File: src/rtl/rj_load_ctrl_if.sv
// Bus between rj_load_ctrl and its environment: the serial load inputs, the
// sweep controls, and both ports of the 16x16 Rj coefficient memory.
//   master : the controller (drives the memory ports and status flags)
//   slave  : the environment (serial source, sweep requester, memory)
// Serial/control : Frame, serial_in, load_start, seq_start, seq_stall
// Memory write   : mem_write_en, mem_frame, Write_Address, mem_data
// Memory read    : read_enable, Read_Address, rd_valid, rd_last
// Status         : load_done, busy, frame_err, chk_err
interface rj_load_ctrl_if #(
    parameter int unsigned DATA_W = 16,
    parameter int unsigned ADDR_W = 4
);
    logic              Frame;
    logic              serial_in;
    logic              load_start;
    logic              seq_start;
    logic              seq_stall;
    logic              mem_write_en;
    logic              mem_frame;
    logic [ADDR_W-1:0] Write_Address;
    logic [DATA_W-1:0] mem_data;
    logic              read_enable;
    logic [ADDR_W-1:0] Read_Address;
    logic              rd_valid;
    logic              rd_last;
    logic              load_done;
    logic              busy;
    logic              frame_err;
    logic              chk_err;

    modport master (
        input  Frame, serial_in, load_start, seq_start, seq_stall,
        output mem_write_en, mem_frame, Write_Address, mem_data,
        output read_enable, Read_Address, rd_valid, rd_last,
        output load_done, busy, frame_err, chk_err
    );

    modport slave (
        output Frame, serial_in, load_start, seq_start, seq_stall,
        input  mem_write_en, mem_frame, Write_Address, mem_data,
        input  read_enable, Read_Address, rd_valid, rd_last,
        input  load_done, busy, frame_err, chk_err
    );
endinterface

File: src/rtl/rj_load_ctrl.sv
// Rj coefficient memory controller. Loads NUM_WORDS words from an MSB-first
// serial stream (one Frame pulse per word) into consecutive memory addresses,
// then sequences read sweeps for the filter datapath. Load and sweep share the
// FSM, so the two memory ports are never active together.
// Ports:
//   Sclk    : clock, all logic on posedge
//   Reset_n : synchronous active-low reset
//   bus     : rj_load_ctrl_if.master (serial input, sweep control, memory
//             write/read ports, load_done/busy/frame_err/chk_err status)
// Optional feature: define RJ_SUM_CHECK_EN to expect a trailing checksum word
// (sum of the loaded words mod 2^DATA_W) after each load; a mismatch sets the
// sticky chk_err. Without it chk_err is tied low.
module rj_load_ctrl #(
    parameter int unsigned DATA_W    = 16,
    parameter int unsigned ADDR_W    = 4,
    parameter int unsigned NUM_WORDS = 16
) (
    input  logic           Sclk,
    input  logic           Reset_n,
    rj_load_ctrl_if.master bus
);
    localparam int unsigned CNT_W = ADDR_W + 1;
    localparam int unsigned BIT_W = $clog2(DATA_W + 1);

    typedef enum logic [2:0] {
        IDLE,
        WAIT_FRAME,
        SHIFT,
        WRITE,
        SWEEP
    } state_e;

    state_e              state_q, state_d;
    logic [CNT_W-1:0]    word_cnt_q, word_cnt_d;
    logic [BIT_W-1:0]    bit_cnt_q, bit_cnt_d;
    logic [DATA_W-2:0]   shift_q, shift_d;
    logic [DATA_W-1:0]   mem_data_q, mem_data_d;
    logic [ADDR_W-1:0]   wr_addr_q, wr_addr_d;
    logic [ADDR_W-1:0]   rd_addr_q, rd_addr_d;
    logic                wr_en_q, wr_en_d;
    logic                rd_en_q, rd_en_d;
    logic                load_done_q, load_done_d;
    logic                busy_q, busy_d;
    logic                frame_err_q, frame_err_d;

    logic [DATA_W-1:0]   shift_nxt;
    logic                word_full;
    logic                last_data;
    logic                more_words;
    logic                is_csum;

    // The word completes from the held upper bits plus the bit on the wire,
    // so the shift register only needs DATA_W-1 bits.
    assign shift_nxt = {shift_q, bus.serial_in};
    assign word_full = (bit_cnt_q == BIT_W'(DATA_W - 1));
    assign last_data = (word_cnt_q == CNT_W'(NUM_WORDS - 1));

`ifdef RJ_SUM_CHECK_EN
    logic [DATA_W-1:0] sum_q, sum_d;
    logic              chk_err_q, chk_err_d;

    // After the last data word the load stays open for the checksum word.
    assign more_words = 1'b1;
    assign is_csum    = (word_cnt_q == CNT_W'(NUM_WORDS));

    // Running sum of data words; compared against the trailing checksum.
    always_comb begin
        sum_d     = sum_q;
        chk_err_d = chk_err_q;
        if (state_q == IDLE && bus.load_start) begin
            sum_d     = '0;
            chk_err_d = 1'b0;
        end else if (state_q == SHIFT && !bus.Frame && word_full) begin
            if (is_csum) begin
                chk_err_d = chk_err_q | (shift_nxt != sum_q);
            end else begin
                sum_d = sum_q + shift_nxt;
            end
        end
    end

    always_ff @(posedge Sclk) begin
        if (!Reset_n) begin
            sum_q     <= '0;
            chk_err_q <= 1'b0;
        end else begin
            sum_q     <= sum_d;
            chk_err_q <= chk_err_d;
        end
    end

    assign bus.chk_err = chk_err_q;
`else
    assign more_words  = ~last_data;
    assign is_csum     = 1'b0;
    assign bus.chk_err = 1'b0;
`endif

    // Next-state and registered-output logic.
    always_comb begin
        state_d     = state_q;
        word_cnt_d  = word_cnt_q;
        bit_cnt_d   = bit_cnt_q;
        shift_d     = shift_q;
        mem_data_d  = mem_data_q;
        wr_addr_d   = wr_addr_q;
        rd_addr_d   = rd_addr_q;
        rd_en_d     = rd_en_q;
        frame_err_d = frame_err_q;
        wr_en_d     = 1'b0;
        load_done_d = 1'b0;

        case (state_q)
            IDLE: begin
                // load_start wins over a simultaneous seq_start
                if (bus.load_start) begin
                    state_d     = WAIT_FRAME;
                    word_cnt_d  = '0;
                    frame_err_d = 1'b0;
                end else if (bus.seq_start) begin
                    state_d   = SWEEP;
                    rd_en_d   = 1'b1;
                    rd_addr_d = '0;
                end
            end

            WAIT_FRAME: begin
                if (bus.Frame) begin
                    state_d   = SHIFT;
                    shift_d   = (DATA_W-1)'(bus.serial_in);
                    bit_cnt_d = BIT_W'(1);
                end
            end

            SHIFT: begin
                if (bus.Frame) begin
                    // Frame inside a word: drop the partial word, restart here
                    frame_err_d = 1'b1;
                    shift_d     = (DATA_W-1)'(bus.serial_in);
                    bit_cnt_d   = BIT_W'(1);
                end else begin
                    shift_d   = shift_nxt[DATA_W-2:0];
                    bit_cnt_d = bit_cnt_q + BIT_W'(1);
                    if (word_full) begin
                        if (is_csum) begin
                            load_done_d = 1'b1;
                            state_d     = IDLE;
                        end else begin
                            mem_data_d = shift_nxt;
                            wr_en_d    = 1'b1;
                            wr_addr_d  = word_cnt_q[ADDR_W-1:0];
                            state_d    = WRITE;
                        end
                    end
                end
            end

            WRITE: begin
                word_cnt_d = word_cnt_q + CNT_W'(1);
                if (more_words) begin
                    // A Frame in the write cycle is the next word's MSB
                    if (bus.Frame) begin
                        state_d   = SHIFT;
                        shift_d   = (DATA_W-1)'(bus.serial_in);
                        bit_cnt_d = BIT_W'(1);
                    end else begin
                        state_d = WAIT_FRAME;
                    end
                end else begin
                    load_done_d = 1'b1;
                    state_d     = IDLE;
                end
            end

            SWEEP: begin
                if (!bus.seq_stall) begin
                    if (rd_addr_q == ADDR_W'(NUM_WORDS - 1)) begin
                        state_d = IDLE;
                        rd_en_d = 1'b0;
                    end else begin
                        rd_addr_d = rd_addr_q + ADDR_W'(1);
                    end
                end
            end

            default: begin
                state_d = IDLE;
            end
        endcase

        busy_d = (state_d != IDLE);
    end

    // State and output registers; reset leaves the memory itself untouched.
    always_ff @(posedge Sclk) begin
        if (!Reset_n) begin
            state_q     <= IDLE;
            word_cnt_q  <= '0;
            bit_cnt_q   <= '0;
            shift_q     <= '0;
            mem_data_q  <= '0;
            wr_addr_q   <= '0;
            rd_addr_q   <= '0;
            wr_en_q     <= 1'b0;
            rd_en_q     <= 1'b0;
            load_done_q <= 1'b0;
            busy_q      <= 1'b0;
            frame_err_q <= 1'b0;
        end else begin
            state_q     <= state_d;
            word_cnt_q  <= word_cnt_d;
            bit_cnt_q   <= bit_cnt_d;
            shift_q     <= shift_d;
            mem_data_q  <= mem_data_d;
            wr_addr_q   <= wr_addr_d;
            rd_addr_q   <= rd_addr_d;
            wr_en_q     <= wr_en_d;
            rd_en_q     <= rd_en_d;
            load_done_q <= load_done_d;
            busy_q      <= busy_d;
            frame_err_q <= frame_err_d;
        end
    end

    assign bus.mem_write_en  = wr_en_q;
    assign bus.mem_frame     = wr_en_q;
    assign bus.Write_Address = wr_addr_q;
    assign bus.mem_data      = mem_data_q;
    assign bus.read_enable   = rd_en_q;
    assign bus.Read_Address  = rd_addr_q;
    // Stall gates the current read combinationally
    assign bus.rd_valid      = rd_en_q & ~bus.seq_stall;
    assign bus.rd_last       = rd_en_q & ~bus.seq_stall & (rd_addr_q == ADDR_W'(NUM_WORDS - 1));
    assign bus.load_done     = load_done_q;
    assign bus.busy          = busy_q;
    assign bus.frame_err     = frame_err_q;
endmodule

File: src/flat_wrapper.sv
// flat-port wrapper written by rule: the top's interface ports become plain ports
module rj_load_ctrl_flat 
#(
    parameter int unsigned DATA_W    = 16,
    parameter int unsigned ADDR_W    = 4,
    parameter int unsigned NUM_WORDS = 16
)
  (Sclk, Reset_n, bus_Frame, bus_serial_in, bus_load_start, bus_seq_start, bus_seq_stall, bus_mem_write_en, bus_mem_frame, bus_Write_Address, bus_mem_data, bus_read_enable, bus_Read_Address, bus_rd_valid, bus_rd_last, bus_load_done, bus_busy, bus_frame_err, bus_chk_err);
  rj_load_ctrl_if #(.DATA_W(DATA_W), .ADDR_W(ADDR_W)) bus_i ();
  input  logic Sclk;
  input  logic Reset_n;
  input wire logic [$bits(bus_i.Frame)-1:0] bus_Frame;
  input wire logic [$bits(bus_i.serial_in)-1:0] bus_serial_in;
  input wire logic [$bits(bus_i.load_start)-1:0] bus_load_start;
  input wire logic [$bits(bus_i.seq_start)-1:0] bus_seq_start;
  input wire logic [$bits(bus_i.seq_stall)-1:0] bus_seq_stall;
  output wire logic [$bits(bus_i.mem_write_en)-1:0] bus_mem_write_en;
  output wire logic [$bits(bus_i.mem_frame)-1:0] bus_mem_frame;
  output wire logic [$bits(bus_i.Write_Address)-1:0] bus_Write_Address;
  output wire logic [$bits(bus_i.mem_data)-1:0] bus_mem_data;
  output wire logic [$bits(bus_i.read_enable)-1:0] bus_read_enable;
  output wire logic [$bits(bus_i.Read_Address)-1:0] bus_Read_Address;
  output wire logic [$bits(bus_i.rd_valid)-1:0] bus_rd_valid;
  output wire logic [$bits(bus_i.rd_last)-1:0] bus_rd_last;
  output wire logic [$bits(bus_i.load_done)-1:0] bus_load_done;
  output wire logic [$bits(bus_i.busy)-1:0] bus_busy;
  output wire logic [$bits(bus_i.frame_err)-1:0] bus_frame_err;
  output wire logic [$bits(bus_i.chk_err)-1:0] bus_chk_err;
  assign bus_i.Frame = bus_Frame;
  assign bus_i.serial_in = bus_serial_in;
  assign bus_i.load_start = bus_load_start;
  assign bus_i.seq_start = bus_seq_start;
  assign bus_i.seq_stall = bus_seq_stall;
  assign bus_mem_write_en = bus_i.mem_write_en;
  assign bus_mem_frame = bus_i.mem_frame;
  assign bus_Write_Address = bus_i.Write_Address;
  assign bus_mem_data = bus_i.mem_data;
  assign bus_read_enable = bus_i.read_enable;
  assign bus_Read_Address = bus_i.Read_Address;
  assign bus_rd_valid = bus_i.rd_valid;
  assign bus_rd_last = bus_i.rd_last;
  assign bus_load_done = bus_i.load_done;
  assign bus_busy = bus_i.busy;
  assign bus_frame_err = bus_i.frame_err;
  assign bus_chk_err = bus_i.chk_err;
  rj_load_ctrl #(.DATA_W(DATA_W), .ADDR_W(ADDR_W), .NUM_WORDS(NUM_WORDS)) u_core (.Sclk(Sclk), .Reset_n(Reset_n), .bus(bus_i));
endmodule
File: config.mk
export PLATFORM = sky130hd
export DESIGN_NAME = rj_load_ctrl_flat
export DESIGN_NICKNAME = d
export VERILOG_FILES = /design/src/rtl/rj_load_ctrl_if.sv /design/src/rtl/rj_load_ctrl.sv /design/src/flat_wrapper.sv
export SDC_FILE = /design/constraint.sdc
export NUM_CORES = 1
export LEC_CHECK = 0
export CELL_PAD_IN_SITES_DETAIL_PLACEMENT = 1
export CELL_PAD_IN_SITES_GLOBAL_PLACEMENT = 1
export CORE_MARGIN = 8
export CORE_UTILIZATION = 30
export CTS_CLUSTER_SIZE = 8
export DETAILED_ROUTE_END_ITERATION = 10
export PLACE_DENSITY_LB_ADDON = 0.1
export RECOVER_POWER = 50
export SYNTH_ARGS = -nofsm -noshare
export SYNTH_HDL_FRONTEND = slang
export SYNTH_SLANG_ARGS = --single-unit
File: constraint.sdc
create_clock -name Sclk -period 2.9 [get_ports Sclk]
set_input_delay 0.29 -clock Sclk [delete_from_list [all_inputs] [get_ports Sclk]]
set_output_delay 0.29 -clock Sclk [all_outputs]
set_load 0.1 [all_outputs]
Word-level counts from Yosys, hierarchy flattened
Cells that the tools add are included.
{"block": "totals", "out_inout_bits": 33, "rom_bits": 0, "in_bits": 7, "memories": 0, "mem_bits_rw": 0, "latch_bits": 0, "ff_bits": 57}
{"block": "classes", "magnitude_cmp": 0, "eq_ne": 15, "div": 0, "multipliers": 0, "shift": 0, "addsub": 3, "bitwise_logic": 6, "reduce_logical": 14, "mux": 35}
{"operator": "$mux 15", "count": 3}
{"operator": "$pmux 15 s3", "count": 1}
{"operator": "$mux 3", "count": 7}
{"operator": "$mux 5", "count": 4}
{"operator": "$mux 4", "count": 4}
{"operator": "$pmux 3 s5", "count": 1}
{"operator": "$pmux 5 s3", "count": 1}
{"operator": "$ne 2x2->1 const B", "count": 7}
{"operator": "$add 5x1->5 const B", "count": 2}
{"operator": "$eq 5x4->1 const B", "count": 2}
{"operator": "$pmux 5 s2", "count": 1}
{"operator": "$reduce_and 5->1", "count": 2}
{"operator": "$mux 1", "count": 8}
{"operator": "$pmux 4 s2", "count": 1}
{"operator": "$eq 3x2->1 const B", "count": 2}
{"operator": "$reduce_and 2->1", "count": 3}
{"operator": "$reduce_and 3->1", "count": 2}
{"operator": "$reduce_bool 2->1", "count": 3}
{"operator": "$reduce_bool 3->1", "count": 2}
{"operator": "$add 4x1->4 const B", "count": 1}
{"operator": "$eq 4x4->1 const B", "count": 1}
{"operator": "$mux 2", "count": 2}
{"operator": "$not 1->1", "count": 4}
{"operator": "$pmux 1 s2", "count": 2}
{"operator": "other kinds (6)", "count": 7}

Logic depth before layout (Yosys ltp)
Gate-level depths: netlist (run 1).
{"block": "depth", "word_depth": 5, "depth_mapped": 9}

Worst setup path after synthesis (run 1)
OpenSTA, ideal clock, no wires.
{"block": "synth_timing", "path_kind": "reg-to-output", "start": "register u_core.rd_addr_q[1], in the netlist u_core.bus.Read_Address[1]", "end": "output bus_rd_last", "path_buffers": 0, "arrival_ns": 3.520, "stages_incl_launch_ff": 4, "required_ns": 2.610, "setup_slack_ns": -0.910, "path_cell_list": "dfxtp_1 > ha_1 > nand3_1 > nor3_1"}
{"block": "synth_via", "elab_chain_len": 2}
{"item": "start: declaration", "line_no": "rj_load_ctrl.sv:39", "text": "logic [ADDR_W-1:0] rd_addr_q, rd_addr_d;"}
{"item": "start signal: assignment", "line_no": "rj_load_ctrl.sv:216", "text": "rd_addr_q <= rd_addr_d;"}
{"item": "$eq 4x4->1", "line_no": "rj_load_ctrl.sv:233", "text": "assign bus.rd_last = rd_en_q & ~bus.seq_stall & (rd_addr_q == ADDR_W'(NUM_WORDS - 1));"}
{"item": "$and 1x1->1", "line_no": "rj_load_ctrl.sv:233"}
{"item": "end: declaration", "line_no": "flat_wrapper.sv:24", "text": "output wire logic [$bits(bus_i.rd_last)-1:0] bus_rd_last;"}
No other way between the ends.

Final worst setup path (run 1)
{"block": "layout_timing", "start": "register u_core.word_cnt_q[0]", "end": "register u_core.bit_cnt_q[2]"}
{"block": "layout_via", "elab_chain_len": 3}
{"item": "start: declaration", "line_no": "rj_load_ctrl.sv:34", "text": "logic [CNT_W-1:0] word_cnt_q, word_cnt_d;"}
{"item": "start signal: assignment", "line_no": "rj_load_ctrl.sv:211", "text": "word_cnt_q <= word_cnt_d;"}
{"item": "$eq 5x4->1", "line_no": "rj_load_ctrl.sv:56", "text": "assign last_data = (word_cnt_q == CNT_W'(NUM_WORDS - 1));"}
{"item": "named net u_core.last_data", "line_no": "rj_load_ctrl.sv:48", "text": "logic last_data;"}
{"item": "$ne 2x2->1 (no line)"}
{"item": "$reduce_and 2->1 (no line)"}
{"item": "end signal: assignment", "line_no": "rj_load_ctrl.sv:212", "text": "bit_cnt_q <= bit_cnt_d;"}
{"item": "end: declaration", "line_no": "rj_load_ctrl.sv:35", "text": "logic [BIT_W-1:0] bit_cnt_q, bit_cnt_d;"}
The timed path passes the listed nets, and every way through them passes these cells.
A chain may end at the register's enable or synchronous reset.

==> summary.md, run 1 <==
| Metric | Value |
|---|---|
| Port Buffers | `38` |
| HPWL reported at the end of detailed placement | `around 3900 um` |
| TritonCTS clock tree | `built` |
| Final Hold Viols | `0` |
| Tmin final | `2.24 ns` |
| Fin. max-slew vios | `0` |
| P per Cell Area | `619 nW/um2` |
| Post-synth ARST share | `0%` |
| CP Class | `reg -> reg` |
| Slew at the pin with the worst max-slew slack | `approximately 1.2 ns` |
| Final setup fails | `0` |
| Gpl congestion | `about 0.72` |
| Yosys warns | `0` |
| Cts hold-fix bufs | `0` |
| Net Sw Power | `around 470 uW` |
| Post-route ant nets | `0` |
| Top_reg_cell synth | `dfxtp_1` |
| Diodes inserted | `0` |
| Initial Utilization | `a little under a third` |
| Outcome | `finished, final reports clean` |
| Flop pwr share | `49.1%` |
| RSZ-0062 raised after global routing | `false` |
| Netlist cell types | `38` |
| Register area share after synthesis | `between 50% and 60%` |
| Most frequent cells in the layout | `nand2_1 (67), dfxtp_1 (57), a21oi_1 (40), clkbuf_1 (35), nor2_1 (23)` |
| Synth top area share | `around half` |
| Mapped Area | `roughly 2300 um2` |
| CP Capture Type | `register` |
| Crit-path cells | `ha_1 > and3_1 > ha_1 > a21bo_2 > a21o_1 > buf_4 > or3_1 > a21oi_1` |
| Setup ws final | `roughly 0.66 ns` |
| Net Sw Frac | `roughly 28%` |
| Comb power frac | `11.7%` |
| Worst vdd ir | `0.182 mV` |
| Synthesized flop and latch total | `57` |
| Die height | `around 100 um` |
| Post-Synthesis Cells | `approximately 270` |
| Initial drt markers | `64` |
| Drt drc | `0` |
| TNS Setup | `0 ns` |
| Overall Global Routing Usage | `roughly 11%` |
| Placeable Area | `roughly 7300 um2` |
| Row Count | `31` |
| Pre-antenna DRT Iters | `4` |
| Number of vias per cell | `between 4 and 5` |
| Synth Area per Inst | `between 8 and 9 um2` |
| Die width | `~100 um` |
| Cts bufs inserted | `9` |
| Syn_nets | `~290` |
| Layout area overhead | `19.5%` |
| Grt ovf | `0` |
| Commonest non-fill, non-tap cell in the layout | `nand2_1` |
| Largest net degree at the start of global routing | `27` |
| CTS Sinks | `57` |
| Nets | `around 320` |
| Clk pwr share | `39.3%` |
| Post-DR wirelength/cell | `between 10 and 15 um` |
| Root Driver | `clkbuf_8` |
| Max frequency | `446 MHz` |
| First-pass GRT wire length | `between 9000 and 10000 um` |
| Leading area contributor after synthesis | `dfxtp_1` |
| Post_cts resized | `0` |
| Vias in the first global route | `between 1500 and 2000` |
| Worst Setup Start Kind | `register` |
| Die ar. | `10600 um2` |
| Max cap viols | `0` |
| Worst Clk Skew | `between 0.007 and 0.008 ns` |
| Static power due to leakage | `between 0.0009 and 0.001 uW` |
| Pre-CTS WS | `slightly above 0.6 ns` |
| CP required | `around 3.2 ns` |
| WL final | `5560 um` |
| Clk_lat worst skew | `about 0.33 ns` |
| Number of flops mapped to enable cells by yosys | `0` |
| CP most frequent cell | `ha_1` |
| Filler cells | `a little over 900` |
| Layout cell share with drive strength beyond 1 | `approximately 8%` |
| Initial antenna violation count | `0` |
| Postcts setup bufs | `0` |
| Critical path fanouts, max | `11` |
| Hold crit path type | `reg -> reg` |
| Vias | `between 1500 and 2000` |
| Critical path arrival | `2.50 ns` |
| Ports | `40` |
| Clock Tree Buf Depth | `2` |
| H-tree Lvls | `3` |
| Slew headroom | `a little over a fifth` |
| Cell internal pwr | `between 1000 and 1500 uW` |
| Top cells by area, synth | `dfxtp_1 (50%), nand2_1 (11%), a21oi_1 (8.8%)` |
| Crit share post-route | `77.3%` |
| Clock slew at reported path FFs | `around 0.060 ns` |
| Slowest CP cell | `dfxtp_1` |
| Register-to-register setup slack | `0.66 ns` |
| Max incr delay on CP | `0.34 ns` |
==> layer usage <==
layer  global-route usage, %  share of wire [%]  vias to the layer above
met1                    13.4                 47                      943
met3                    2.84                3.6                       10
met2                    18.6                 47                       33
li1                        -                  -                     1003
met4                    6.01                2.0                        0
met5                       0                  0                        -
==> layout make-up <==
type	count	area, um2	share of cell area (%)
tap	99	124	4.56
clock buffer	14	163	5.99
inverter	6	22.5	0.829
clock inverter	2	12.5	0.461
sequential	57	1140	42.0
timing repair buffer	43	218	8.01
multi-input combinational	195	1040	38.1
==> stage by stage <==
stage          std cells  hold slack [ns]  area (um2)  util (%)  total power [uW]
4_1_cts              416            0.458        2850      39.0              1730
5_1_grt              416            0.474        2720      37.3              1770
2_1_floorplan        274            0.426        2280         -               998
6_report             416            0.453        2720      37.3              1680
3_3_place_gp         400            0.444        2670      36.6              1050
3_5_place_dp         400            0.449        2670      36.6              1050
==> power groups by stage <==
stage / combinational [uW] / sequential (uW) / clock (uW)
after floorplan: 118 / 879 / 0
after global placement: 210 / 842 / 0
after detailed placement: 211 / 844 / 0
after CTS: 212 / 826 / 688
after global routing: 214 / 830 / 728
final: 196 / 825 / 661
==> cells by family after synthesis <==
kind of cell               count (synthesis)  synth area share, %
adders and majority gates                  5                 2.75
and+or+nand+nor                          117                 23.5
AOI/OAI and AO/OA                         70                 18.2
DFF                                       57                 50.2
xor gates and xnor gates                   1                0.385
muxes                                      1                0.495
other                                      1                0.165
buffers and inverters                     22                 4.29
==> state kept, by name, indices dropped and copies added (netlist names) <==
| signal | cells |
|---|---|
| u_core.bus.read_enable | 1 |
| u_core.shift_q | 15 |
| u_core.bus.mem_frame | 1 |
| u_core.bus.busy | 1 |
| u_core.bit_cnt_q | 5 |
| u_core.state_q | 3 |
| u_core.bus.frame_err | 1 |
| u_core.bus.mem_data | 16 |
| u_core.bus.Write_Address | 4 |
| u_core.bus.Read_Address | 4 |
| u_core.bus.load_done | 1 |
| u_core.word_cnt_q | 5 |
==> worst max-delay path: cells and delay by family, from the launching register on <==
kind / cells / cell delay, ns
adders and majority gates: 2 / 0.44
and+or+nand+nor: 2 / 0.49
buffers and inverters: 1 / 0.22
DFF: 1 / 0.34
AOI/OAI and AO/OA: 3 / 0.68
==> worst paths after layout <==
path,start,endpoint,depth (start not counted)
max,u_core.word_cnt_q[0],u_core.bit_cnt_q[2],8
min,u_core.bus.mem_data[9],u_core.bus.mem_data[9],2
max reg2reg,u_core.word_cnt_q[0],u_core.bit_cnt_q[2],8
min reg2reg,u_core.bus.mem_data[9],u_core.bus.mem_data[9],2
==> cell usage after synthesis, types with 2 or more instances <==
library cell / count
a211oi_1: 2
a21o_1: 4
a21oi_1: 40
a22oi_1: 8
a31oi_1: 2
and2_1: 2
and3_1: 3
buf_2: 6
buf_4: 2
clkbuf_1: 8
dfxtp_1: 57
ha_1: 5
inv_1: 5
nand2_1: 67
nand3_1: 3
nand3b_1: 2
nor2_1: 23
nor3_1: 4
o21ai_0: 8
or3_1: 5
Power figures use the tool's default switching activity.
==> inputs of run 2 (changes only) <==
Clock period 2.9 ns to 1.9 ns, I/O delays scaled along.
==> summary.md, run 2 (synthesis results as in run 1) <==
| Metric | Value |
|---|---|
| Outcome | `finished, final reports clean` |
| Gpl congestion | `about 0.74` |
| Placed cell count | `413` |
| Initial drt markers | `39` |
| Final Instance Area | `a little over 3000 um2` |
| HPWL reported at the end of detailed placement | `~4000 um` |
| Most frequent cells in the layout | `nand2_1 (67), dfxtp_1 (52), a21oi_1 (39), clkbuf_2 (31), nor2_1 (22)` |
| Clk_lat worst skew | `around 0.33 ns` |
| Overall Global Routing Usage | `approximately an eighth` |
| Ports | `40` |
| Final Total Pwr | `roughly 2800 uW` |
| Initial Utilization | `a little over 30%` |
| Vias | `approximately 2100` |
| Max cap viols | `0` |
| TritonCTS clock tree | `built` |
| Slew at the pin with the worst max-slew slack | `around 0.55 ns` |
| Largest net degree at the start of global routing | `37` |
| CTS Sinks | `57` |
| Origin of the critical flop-to-flop path | `u_core.word_cnt_q[0]` |
| Pre-antenna DRT Iters | `4` |
| Cts hold-fix bufs | `0` |
| Port Buffers | `38` |
| Slew headroom | `between 60% and 70%` |
| CP Capture Type | `register` |
| Critical path fanouts, max | `7` |
| Clock Tree Buf Depth | `2` |
| WL final | `between 5000 and 6000 um` |
| Filler cells | `just over 900` |
| CP Class | `reg -> reg` |
| Max reg flops | `16` |
| Hold crit path type | `reg -> reg` |
| Area post-placement | `2870 um2` |
| Root Driver | `clkbuf_8` |
| Worst Clk Skew | `between 0.009 and 0.01 ns` |
| H-tree Lvls | `3` |
| Cts bufs inserted | `9` |
| Grt ovf | `0` |
| Worst Setup Start Kind | `register` |
| Critical path arrival | `about 2.1 ns` |
| Die height | `103 um` |
| RSZ-0062 raised after global routing | `true` |
| Die ar. | `10600 um2` |
| CP required | `around 2.2 ns` |
| Hold Crit Start | `u_core.bus.mem_data[8]` |
| Crit share post-route | `between 90 and 100%` |
| Placeable Area | `between 7000 and 8000 um2` |
| Initial antenna violation count | `0` |
| Worst vdd ir | `between 0.4 and 0.5 mV` |
| Fin. max-slew vios | `0` |
| P per Cell Area | `approximately 930 nW/um2` |
| Final Hold Viols | `0` |
| Setup crit start | `u_core.word_cnt_q[0]` |
| Drt drc | `0` |
| Nets | `341` |
| Tmin final | `1.82 ns` |
| Vias in the first global route | `~2100` |
| Post-DR wirelength/cell | `13.4 um` |
| Layout cell share with drive strength beyond 1 | `between 20% and 30%` |
| Layout area overhead | `33.2%` |
| First-pass GRT wire length | `about 10000 um` |
| Static power due to leakage | `roughly 0.0012 uW` |
| Clock slew at reported path FFs | `~0.070 ns` |
| Post-route ant nets | `0` |
| Row Count | `31` |
| Diodes inserted | `0` |
| Final setup fails | `0` |
| Post-Layout Cell Count | `433` |
| Number of vias per cell | `approximately 4.7` |
| Max frequency | `~550 MHz` |
| Commonest non-fill, non-tap cell in the layout | `nand2_1` |
| Die width | `~100 um` |
run 2: critical path, stage by stage, from the launching register on:
cell	delay [ns]
dfxtp_1	0.32
ha_2	0.19
and3_1	0.18
ha_2	0.18
a21bo_2	0.22
a21o_4	0.23
or3_1	0.30
a21oi_1	0.14
run 2: power by group:
| part | internal (uW) | switching (uW) | total, uW | leakage, uW |
|---|---|---|---|---|
| clock | 711 | 469 | 1180 | 0.000109 |
| combinational | 138 | 253 | 391 | 0.000600 |
| sequential | 1220 | 26.0 | 1240 | 0.000464 |
| total | 2070 | 748 | 2820 | 0.00117 |
run 2: final timing paths:
| path | to | slack [ns] | cells past startpoint |
|---|---|---|---|
| max | u_core.bit_cnt_q[2] | 0.08 | 7 |
| min | u_core.bus.mem_data[8] | 0.45 | 2 |
| max reg2reg | u_core.bit_cnt_q[2] | 0.08 | 7 |
| min reg2reg | u_core.bus.mem_data[8] | 0.45 | 2 |
run 2: layer usage:
metal | global-route usage [%] | share of wire (%) | vias up
met2 | 19.1 | 47 | 29
li1 | - | - | 1043
met1 | 14.3 | 48 | 970
met4 | 5.34 | 1.3 | 0
met3 | 2.90 | 4.2 | 8
met5 | 0 | 0 | -
run 2: final cells by class:
type                    count  area (um2)  share of cell area, %
multi-input cells         195        1070                   35.4
well taps                  99         124                   4.09
clock inverters             4        48.8                   1.61
inverters                   6        22.5                  0.744
repair buffers             60         439                   14.5
flip-flops and latches     57        1160                   38.2
clock buffers              12         165                   5.45
run 2: per-stage QoR:
stage	setup TNS [ns]	setup WS, ns	utilization, %	hold WS, ns
2_1_floorplan	-0.00416	-0.00416	-	0.326
3_3_place_gp	0	0.0512	39.3	0.442
3_5_place_dp	0	0.00946	39.3	0.449
4_1_cts	0	0.0229	42.2	0.440
5_1_grt	0	0	41.5	0.478
6_report	0	0.0767	41.5	0.454
run 2: repair_timing:
item                                    in CTS  in global routing
buffers inserted                             0                  3
endpoints found under the setup margin       0                 13
gates resized for setup                      0                  3
==> inputs of run 3 (changes only) <==
Settings changed: SKIP_CTS_REPAIR_TIMING set to 1.
Clock period 1.9 ns to 1.8 ns, I/O delays scaled along.
==> summary.md, run 3 (synthesis results as in run 1) <==
| Metric | Value |
|---|---|
| CP Class | `reg -> reg` |
| Die ar. | `~11000 um2` |
| WHS Path Cells | `3` |
| CP Capture Type | `register` |
| Grt ovf | `0` |
| Crit share post-route | `a little over nine tenths` |
| Storage element area | `1160 um2` |
| Row Count | `31` |
| First-pass GRT wire length | `about 9700 um` |
| Critical path fanouts, max | `7` |
| Area of the multi-input gates | `1150 um2` |
| Cell internal pwr | `a little over 2000 uW` |
| Clk pwr share | `between 40% and 50%` |
| Vias | `just over 2000` |
| Commonest non-fill, non-tap cell in the layout | `nand2_1` |
| Final setup fails | `0` |
| Static power due to leakage | `roughly 0.0012 uW` |
| Post-DR wirelength/cell | `13.1 um` |
| Post-route ant nets | `0` |
| Most frequent cells in the layout | `nand2_1 (67), dfxtp_1 (49), a21oi_1 (40), clkbuf_2 (30), nor2_1 (22)` |
| H-tree Lvls | `3` |
| Initial Utilization | `between 30% and 40%` |
| Area post-placement | `between 2000 and 3000 um2` |
| Max cap viols | `0` |
| Placeable Area | `7290 um2` |
| Ports | `40` |
| Initial drt markers | `roughly 110` |
| TNS Setup | `0 ns` |
| WL final | `5670 um` |
| Final Total Pwr | `2880 uW` |
| Worst Clk Skew | `0.00992 ns` |
| Flop pwr share | `45.6%` |
| P per Cell Area | `926 nW/um2` |
| Placed cell count | `approximately 420` |
| Filler cells | `about 900` |
| Critical path arrival | `just over 2 ns` |
| Max frequency | `563 MHz` |
| Initial antenna violation count | `0` |
| Net Sw Frac | `28.7%` |
| HPWL reported at the end of detailed placement | `between 4000 and 5000 um` |
| Number of vias per cell | `4.69` |
| Comb power frac | `between 10% and 20%` |
| Diodes inserted | `0` |
| Slew headroom | `63.6%` |
| Worst Setup Start Kind | `register` |
| Port Buffers | `38` |
| Largest net degree at the start of global routing | `37` |
| Net Sw Power | `827 uW` |
| Layout area overhead | `36.8%` |
| CP required | `between 2 and 2.5 ns` |
| Worst vdd ir | `0.387 mV` |
| RSZ-0062 raised after global routing | `true` |
| Hold crit path type | `in -> reg` |
| Die height | `around 100 um` |
| Root Driver | `clkbuf_8` |
| Overall Global Routing Usage | `a little under an eighth` |
| Drt drc | `0` |
| Die width | `103 um` |
| Layout cell share with drive strength beyond 1 | `between 20% and 30%` |
| Tmin final | `between 1.5 and 2 ns` |
| Vias in the first global route | `approximately 2100` |
| CTS Sinks | `57` |
| Slew at the pin with the worst max-slew slack | `between 0.5 and 0.6 ns` |
| Clock slew at reported path FFs | `0.07 ns` |
| Clk_lat worst skew | `0.33 ns` |
| Final Hold Viols | `0` |
| Final Instance Area | `3110 um2` |
| TritonCTS clock tree | `built` |
| Pre-antenna DRT Iters | `4` |
| Gpl congestion | `between 0.7 and 0.8` |
| Nets | `roughly 340` |
| Post-Layout Cell Count | `approximately 430` |
| R2R cell count | `7` |
| Max reg flops | `16` |
| Outcome | `finished, final reports clean` |
| Clock Tree Buf Depth | `2` |
| Cts bufs inserted | `9` |
| Fin. max-slew vios | `0` |
run 3: cell type report:
type	instances	area share (%)
flip-flops and latches	57	37.4
well taps	99	3.98
multi-input cells	195	36.9
repair buffers	60	14.6
clock inverters	5	1.17
inverters	6	0.724
clock buffers	11	5.23
run 3: final timing paths:
kind                     startpoint  slack, ns                     end
min reg2reg  u_core.bus.mem_data[7]       0.45  u_core.bus.mem_data[7]
max            u_core.word_cnt_q[1]       0.02     u_core.bit_cnt_q[2]
max reg2reg    u_core.word_cnt_q[1]       0.02     u_core.bit_cnt_q[2]
min                   bus_serial_in       0.44  u_core.bus.mem_data[0]
run 3: through the flow:
step	worst slack [ns]	util, %	hold slack (ns)
6_report	0.0246	42.6	0.440
5_1_grt	-0.0353	42.6	0.432
4_1_cts	-0.0243	42.7	0.424
3_5_place_dp	-0.0690	39.9	0.449
3_3_place_gp	-0.0497	39.9	0.442
2_1_floorplan	-0.0235	-	0.316
run 3: power groups by stage:
stage | Combinational, uW | Sequential (uW) | Clock (uW)
2_1_floorplan | 198 | 1410 | 0
6_report | 407 | 1310 | 1160
3_3_place_gp | 399 | 1340 | 0
5_1_grt | 440 | 1320 | 1270
4_1_cts | 404 | 1310 | 1210
3_5_place_dp | 402 | 1340 | 0
run 3: layer usage:
layer,GRT usage (%),vias to the layer above,wire [um]
met1,13.3,957,2710
met4,6.01,0,50
li1,-,1046,-
met3,3.04,5,233
met2,19.3,24,2670
met5,0,-,0
run 3: critical path, stage by stage (launching register included):
cell and delay [ns]:
dfxtp_2 0.34, ha_4 0.16, and3_4 0.18, ha_4 0.15
a21bo_4 0.21, a21o_4 0.24, or3_1 0.30, a21oi_1 0.14
